## src/rtl/fasta_writer_fsm.sv

```systemverilog
// Streams one FASTA record (">SEQ\n" header, then sequence lines of LINE_LEN bases) from a sync-read RAM.
// Define FASTA_UPPERCASE_EN to fold lowercase sequence bytes to uppercase on output.
module fasta_writer_fsm #(
   parameter int ADDR_WIDTH = 16,
   parameter int LINE_LEN   = 60
) (
   input  logic                  clk,
   input  logic                  rst,
   input  logic                  start,
   input  logic [ADDR_WIDTH-1:0] seq_len,
   output logic [ADDR_WIDTH-1:0] ram_addr,
   input  logic [7:0]            ram_data,
   output logic [7:0]            out_data,
   output logic                  out_valid,
   input  logic                  out_ready,
   output logic                  busy,
   output logic                  done
);

   localparam logic [2:0] StIdle  = 3'd0;
   localparam logic [2:0] StHdr   = 3'd1;
   localparam logic [2:0] StFetch = 3'd2;
   localparam logic [2:0] StWait  = 3'd3;
   localparam logic [2:0] StEmit  = 3'd4;
   localparam logic [2:0] StEol   = 3'd5;
   localparam logic [2:0] StDone  = 3'd6;

   localparam logic [7:0] LineLenW = 8'(LINE_LEN);

   logic [2:0]            state_q;
   logic [ADDR_WIDTH-1:0] len_q;
   logic [ADDR_WIDTH-1:0] addr_q;
   logic [ADDR_WIDTH-1:0] addr_nxt;
   logic [7:0]            col_q;
   logic [7:0]            col_nxt;
   logic [2:0]            hdr_q;

   function automatic logic [7:0] hdr_byte(input logic [2:0] idx);
      case (idx)
         3'd0:    hdr_byte = 8'h3E;
         3'd1:    hdr_byte = 8'h53;
         3'd2:    hdr_byte = 8'h45;
         3'd3:    hdr_byte = 8'h51;
         default: hdr_byte = 8'h0A;
      endcase
   endfunction

   function automatic logic [7:0] conv(input logic [7:0] b);
`ifdef FASTA_UPPERCASE_EN
      conv = (b >= 8'h61 && b <= 8'h7A) ? b - 8'h20 : b;
`else
      conv = b;
`endif
   endfunction

   assign addr_nxt = addr_q + ADDR_WIDTH'(1);
   assign col_nxt  = col_q + 8'd1;
   // RAM address is presented directly from the counter so data lands in WAIT.
   assign ram_addr = addr_q;
   assign busy     = (state_q != StIdle);
   assign done     = (state_q == StDone);

   always_ff @(posedge clk or posedge rst) begin
      if (rst) begin
         state_q   <= StIdle;
         len_q     <= '0;
         addr_q    <= '0;
         col_q     <= '0;
         hdr_q     <= '0;
         out_data  <= '0;
         out_valid <= 1'b0;
      end else begin
         case (state_q)
            StIdle: begin
               if (start) begin
                  len_q     <= seq_len;
                  addr_q    <= '0;
                  col_q     <= '0;
                  hdr_q     <= '0;
                  out_data  <= hdr_byte(3'd0);
                  out_valid <= 1'b1;
                  state_q   <= StHdr;
               end
            end
            StHdr: begin
               if (out_ready) begin
                  if (hdr_q == 3'd4) begin
                     out_valid <= 1'b0;
                     state_q   <= (len_q == '0) ? StDone : StFetch;
                  end else begin
                     hdr_q    <= hdr_q + 3'd1;
                     out_data <= hdr_byte(hdr_q + 3'd1);
                  end
               end
            end
            StFetch: state_q <= StWait;
            StWait: begin
               out_data  <= conv(ram_data);
               out_valid <= 1'b1;
               state_q   <= StEmit;
            end
            StEmit: begin
               if (out_ready) begin
                  addr_q <= addr_nxt;
                  col_q  <= col_nxt;
                  // Full line and end of sequence coinciding still yields a single newline.
                  if (col_nxt == LineLenW || addr_nxt == len_q) begin
                     out_data <= 8'h0A;
                     state_q  <= StEol;
                  end else begin
                     out_valid <= 1'b0;
                     state_q   <= StFetch;
                  end
               end
            end
            StEol: begin
               if (out_ready) begin
                  col_q     <= '0;
                  out_valid <= 1'b0;
                  state_q   <= (addr_q < len_q) ? StFetch : StDone;
               end
            end
            StDone:  state_q <= StIdle;
            default: state_q <= StIdle;
         endcase
      end
   end

endmodule

```

## config.mk

```make
export PLATFORM = sky130hd
export DESIGN_NAME = fasta_writer_fsm
export DESIGN_NICKNAME = d
export VERILOG_FILES = /design/src/rtl/fasta_writer_fsm.sv
export SDC_FILE = /design/constraint.sdc
export NUM_CORES = 1
export LEC_CHECK = 0
export CORE_MARGIN = 4
export CORE_UTILIZATION = 40
export DETAILED_ROUTE_END_ITERATION = 8
export MAX_ROUTING_LAYER = met4
export SLEW_MARGIN = 25
export SYNTH_ARGS = -nofsm -noshare
export SYNTH_HDL_FRONTEND = slang
export SYNTH_SLANG_ARGS = --single-unit
```

## constraint.sdc

```tcl
create_clock -name clk -period 2.6 [get_ports clk]
set_input_delay 0.26 -clock clk [delete_from_list [all_inputs] [get_ports clk]]
set_output_delay 0.26 -clock clk [all_outputs]
set_load 0.01 [all_outputs]
```

# After elaboration in Yosys (flattened, before gate mapping)
# Index checks and enable logic that the tools add are counted.
[totals]
register_bits = 55
in_bits = 28
out_inout_bits = 27
word_cells = 82
[classes]
n_addsub = 3
magnitude_cmp = 1
eq_ne = 20
n_mux = 34
n_reduce_logical = 17
[ops]
columns = ["cell", "count"]
rows = [
  ["$mux 8", 8],
  ["$mux 3", 11],
  ["$mux 16", 2],
  ["$pmux 16 s2", 1],
  ["$pmux 8 s4", 1],
  ["$pmux 7 s4", 1],
  ["$pmux 8 s3", 1],
  ["$pmux 3 s6", 1],
  ["$add 16x1->16 const B", 1],
  ["$eq 16x16->1", 1],
  ["$logic_not 16->1", 1],
  ["$lt 16x16->1", 1],
  ["$ne 2x2->1 const B", 8],
  ["$eq 3x2->1 const B", 4],
  ["$eq 3x3->1 const B", 4],
  ["$add 8x1->8 const B", 1],
  ["$eq 8x6->1 const B", 1],
  ["$reduce_and 4->1", 2],
  ["$reduce_and 7->1", 1],
  ["$eq 3x1->1 const B", 2],
  ["$logic_not 3->1", 2],
  ["$mux 1", 6],
  ["$pmux 3 s2", 1],
  ["$reduce_and 6->1", 1],
  ["other kinds (10)", 12],
]

# Depth between registers and ports, before layout
[logic_depth]
depth_word = 6
mapped_depth = 10

# Least setup slack after synthesis
# Ideal clock, no wire load.
[synth_path]
kind = "register -> register"
from = "register addr_q[0] (netlist: ram_addr[0])"
to = "register out_data[1]"
arrival_ps = 2379
required_ps = 2531
path_slack_ps = 151
stages_incl_launch_ff = 10
synth_period_minus_slack_ps = 2449
cell_sequence = "dfrtp_1 -> ha_1 -> and3_1 -> clkbuf_1 -> nand4_1 -> xnor2_1 -> a221oi_2 -> o2111ai_2 -> or3_1 -> nand3_1"
[synth_between]
elab_chain_cells = 5
[synth_rtl]
columns = ["element", "line", "text"]
rows = [
  ["start: declaration", "32", "logic [ADDR_WIDTH-1:0] addr_q;"],
  ["start signal: assignment", "104", "addr_q <= addr_nxt;"],
  ["$add 16x1->16", "56", "assign addr_nxt = addr_q + ADDR_WIDTH'(1);"],
  ["$eq 16x16->1", "107", "if (col_nxt == LineLenW || addr_nxt == len_q) begin"],
  ["$logic_or 1x1->1", "107", ""],
  ["$ne 2x2->1 (no source line)", "--", ""],
  ["$reduce_and 6->1 (no source line)", "--", ""],
  ["end signal: assignment", "80", "out_data <= hdr_byte(3'd0);"],
  ["end signal: assignment", "92", "out_data <= hdr_byte(hdr_q + 3'd1);"],
  ["end signal: assignment", "98", "out_data <= conv(ram_data);"],
  ["end: declaration", "13", "output logic [7:0] out_data,"],
]
# No other way between the ends.
# A chain may end at the register's enable or synchronous reset.

# Worst setup path after layout
[layout_path]
from = "register addr_q[0] (netlist: ram_addr[0])"
to = "register out_data[3]"
# Same word-level chain as after synthesis.

==> out/qor.txt <==
Outcome = complete, no violations
Residual DRC = 0
CTS Sinks = 55
Synth Area in XOR/XNOR = 0.0433
Share of flip-flops with an asynchronous set or reset = 1.00
Util after Layout = 0.512
Global-route wire length before repair = 18000 µm
Reg clk slew, reported paths = 0.10 ns
WL/cell = 16.8 µm
Crit path cell chain = ha_1 -> nand3_2 -> or3_1 -> a21o_1 -> a221oi_2 -> o2111ai_4 -> or3_1 -> nand3_1
Seq/Total Area, Yosys = 0.358
Die Width = 106 µm
Post-synth EDFFs = 0
Top delay family on crit path = simple AND/OR/NAND/NOR gates
Slew HR = 0.611
CTS root buf = clkbuf_8
Die ar. = 11200 µm²
N_diodes = 0
Worst Setup End Kind = flip-flop
Fmax = 406 MHz
Peak VDD IR = 0.596 mV
GRT overflow = 0
Max-cap viol count = 0
Largest net degree at the start of global routing = 31
GRT Overall Usage = 0.203
Synth Warn # = 0
Synthesized area = 3840 µm²
Port-buffer cells = 54
Clk_skew = 0.00603 ns
Complex-gate fraction of the synthesized area = 0.247
Leak = 2.01 nW
Internal power = 2.42 mW
Initial Util = 0.414
Logic pwr share = 0.552
Clock Power Share = 0.131
Crit path top cell by count = or3_1
Crit path launch type = flip-flop
Mapped Nets = 508
Clock Path Buffers = 2
Kind of critical path = reg2reg
Max Slew Vio Count = 0
Pre-antenna DRT Iters = 5
Initial antenna violation count = 0
Commonest non-fill, non-tap cells in the layout = 59 x o21ai_0, 57 x nand2_1, 54 x dfrtp_1, 54 x clkdlybuf4s50_1, 26 x nor2_1
Switching power = 1.93 mW
Arrival time worst endpoint = 2.71 ns
Yosys reg bits = 55
Worst hold-check path type = in2async
Synthesized instance count = 457
Slowest cell delay on critical path = 0.39 ns
Post-route clock period utilization = 0.946
Layout cell share with drive strength beyond 1 = 0.0930
Yosys cell types = 57
Initial DRC Count = 299
Worst-Margin Slew = 0.582 ns
Sw Ratio = 0.444
Reg2reg path depth = 8
Die H = 106 µm
RePlAce Congestion = 0.892
Post-synthesis adder-cell area fraction = 0.0749
Min Clock Period, post-route = 2.46 ns
Total number of vias = 3657
H-tree depth = 2
Worst-Skew Late Latency = 0.31 ns
Commonest non-fill, non-tap cell in the layout = o21ai_0
Final HPWL DP = 8370 µm
Rows = 35
Crit path depth = 8
Final setup vio count = 0
Seq pwr share = 0.317
Mux share of post-synthesis cell area = 0.00814
Number of global-route vias before repair = 3538
Final TNS setup = 0 ns
Most common flop cell mapped by yosys = dfrtp_1
Fin. Hold Viols = 0
Largest family of logic cells by synthesized area = compound AO/OA/AOI/OAI gates
Num CTS Buffers = 5
Post-synthesis simple-gate area fraction = 0.209
Post-route ant nets = 0
Peak fanout along the critical path = 7
Total Wirelength = 10900 µm
Core area = 9280 µm²
Syn avg cell area = 8.41 µm²
Crit path max-delay cell type = or3_1
CTS tree = done
Critical Path RT = 2.85 ns
I/O pins = 55
Synthesis-to-finish area growth = 23.7%
WP buf/inv = 0
Via density = 5.67
RSZ-0062 raised after global routing = no
Fin nets = 567
Power per Cell Area = 915 nW/µm²
power by group through the flow:
stage / Combinational [mW] / Sequential, mW / Clock [mW]
2_1_floorplan: 1.60 / 1.34 / 0
5_1_grt: 2.70 / 1.42 / 0.628
6_report: 2.40 / 1.38 / 0.571
3_3_place_gp: 2.32 / 1.39 / 0
3_5_place_dp: 2.37 / 1.39 / 0
4_1_cts: 2.38 / 1.38 / 0.584
per-stage QoR:
step                setup WS [ns]  hold slack [ns]  total power, mW  cells  area (µm²)
finish                      0.140            0.314             4.35    645        4750
global route               0.0124            0.361             4.74    645        4750
CTS                         0.144            0.338             4.34    644        4720
detailed placement          0.160            0.484             3.76    637        4610
global placement            0.224            0.479             3.70    637        4610
floorplan                   0.151            0.377             2.93    457        3840
per-layer routing:
| layer | GRT usage | share of wire |
|---|---|---|
| met1 | 0.295 | 0.49 |
| met3 | 0.0316 | 0.051 |
| met5 | - | 0 |
| met4 | 0.0481 | 0.014 |
| met2 | 0.298 | 0.44 |
cell type report:
cell class	count	area [µm²]
Fill cell	918	4530
Multi-Input combinational cell	349	2270
Sequential cell	55	1380
Timing Repair Buffer	79	741
Tap cell	129	161
Inverter	26	97.6
Clock buffer	5	68.8
Clock inverter	2	37.5
final timing paths:
kind	startpoint	endpoint	slack, ns
setup reg to reg	ram_addr[0]$_DFFE_PP0P_	out_data[3]$_DFFE_PP0P_	0.14
max in group asynchronous	rst	ram_addr[2]$_DFFE_PP0P_	1.70
hold reg to reg	col_q[4]$_DFFE_PP0P_	col_q[4]$_DFFE_PP0P_	0.51
setup / recovery	ram_addr[0]$_DFFE_PP0P_	out_data[3]$_DFFE_PP0P_	0.14
hold / removal	rst	col_q[7]$_DFFE_PP0P_	0.31
min in group clk	seq_len[1]	len_q[1]$_DFFE_PP0P_	0.50
sequential cells by signal, summed over array words and instances, names as in the netlist:
name,cells
len_q,16
ram_addr,16
out_data,8
state_q,3
out_valid,1
hdr_q,3
col_q,8
synth_stat cells, types with 3 or more instances:
library cell	count	area (µm²)
o21ai_0	59	295
nand2_1	57	214
dfrtp_1	55	1380
inv_1	26	97.6
nor2_1	26	97.6
ha_1	23	288
a21oi_1	21	105
clkbuf_1	18	67.6
a31oi_1	13	81.3
xnor2_1	13	114
nand3_1	12	60.1
and3_1	11	68.8
nand4_1	9	56.3
nor3_1	9	45.0
o31ai_1	9	67.6
buf_2	8	40.0
nor4_1	7	43.8
o41ai_1	6	52.6
xor2_1	6	52.6
a21o_1	4	30.0
or3_1	4	25.0
a22o_1	3	26.3
a311oi_1	3	26.3
and2_1	3	18.8
nand3b_1	3	22.5
nand4b_1	3	26.3
nor2b_1	3	18.8
o2111ai_1	3	26.3
cells by family after synthesis:
logic type / count (synthesis)
flip-flops: 55
adder cells (fa/ha/maj): 23
XOR/XNOR: 19
AO/OA/AOI/OAI: 144
AND/OR/NAND/NOR: 159
buffers and inverters: 54
multiplexers: 3
what timing repair did:
item	in CTS	in global routing
hold buffers	0	0
setup endpoints to repair	0	9
setup buffers	0	0
resized for setup	0	4
No activity file was read; power rests on OpenSTA's default activity.
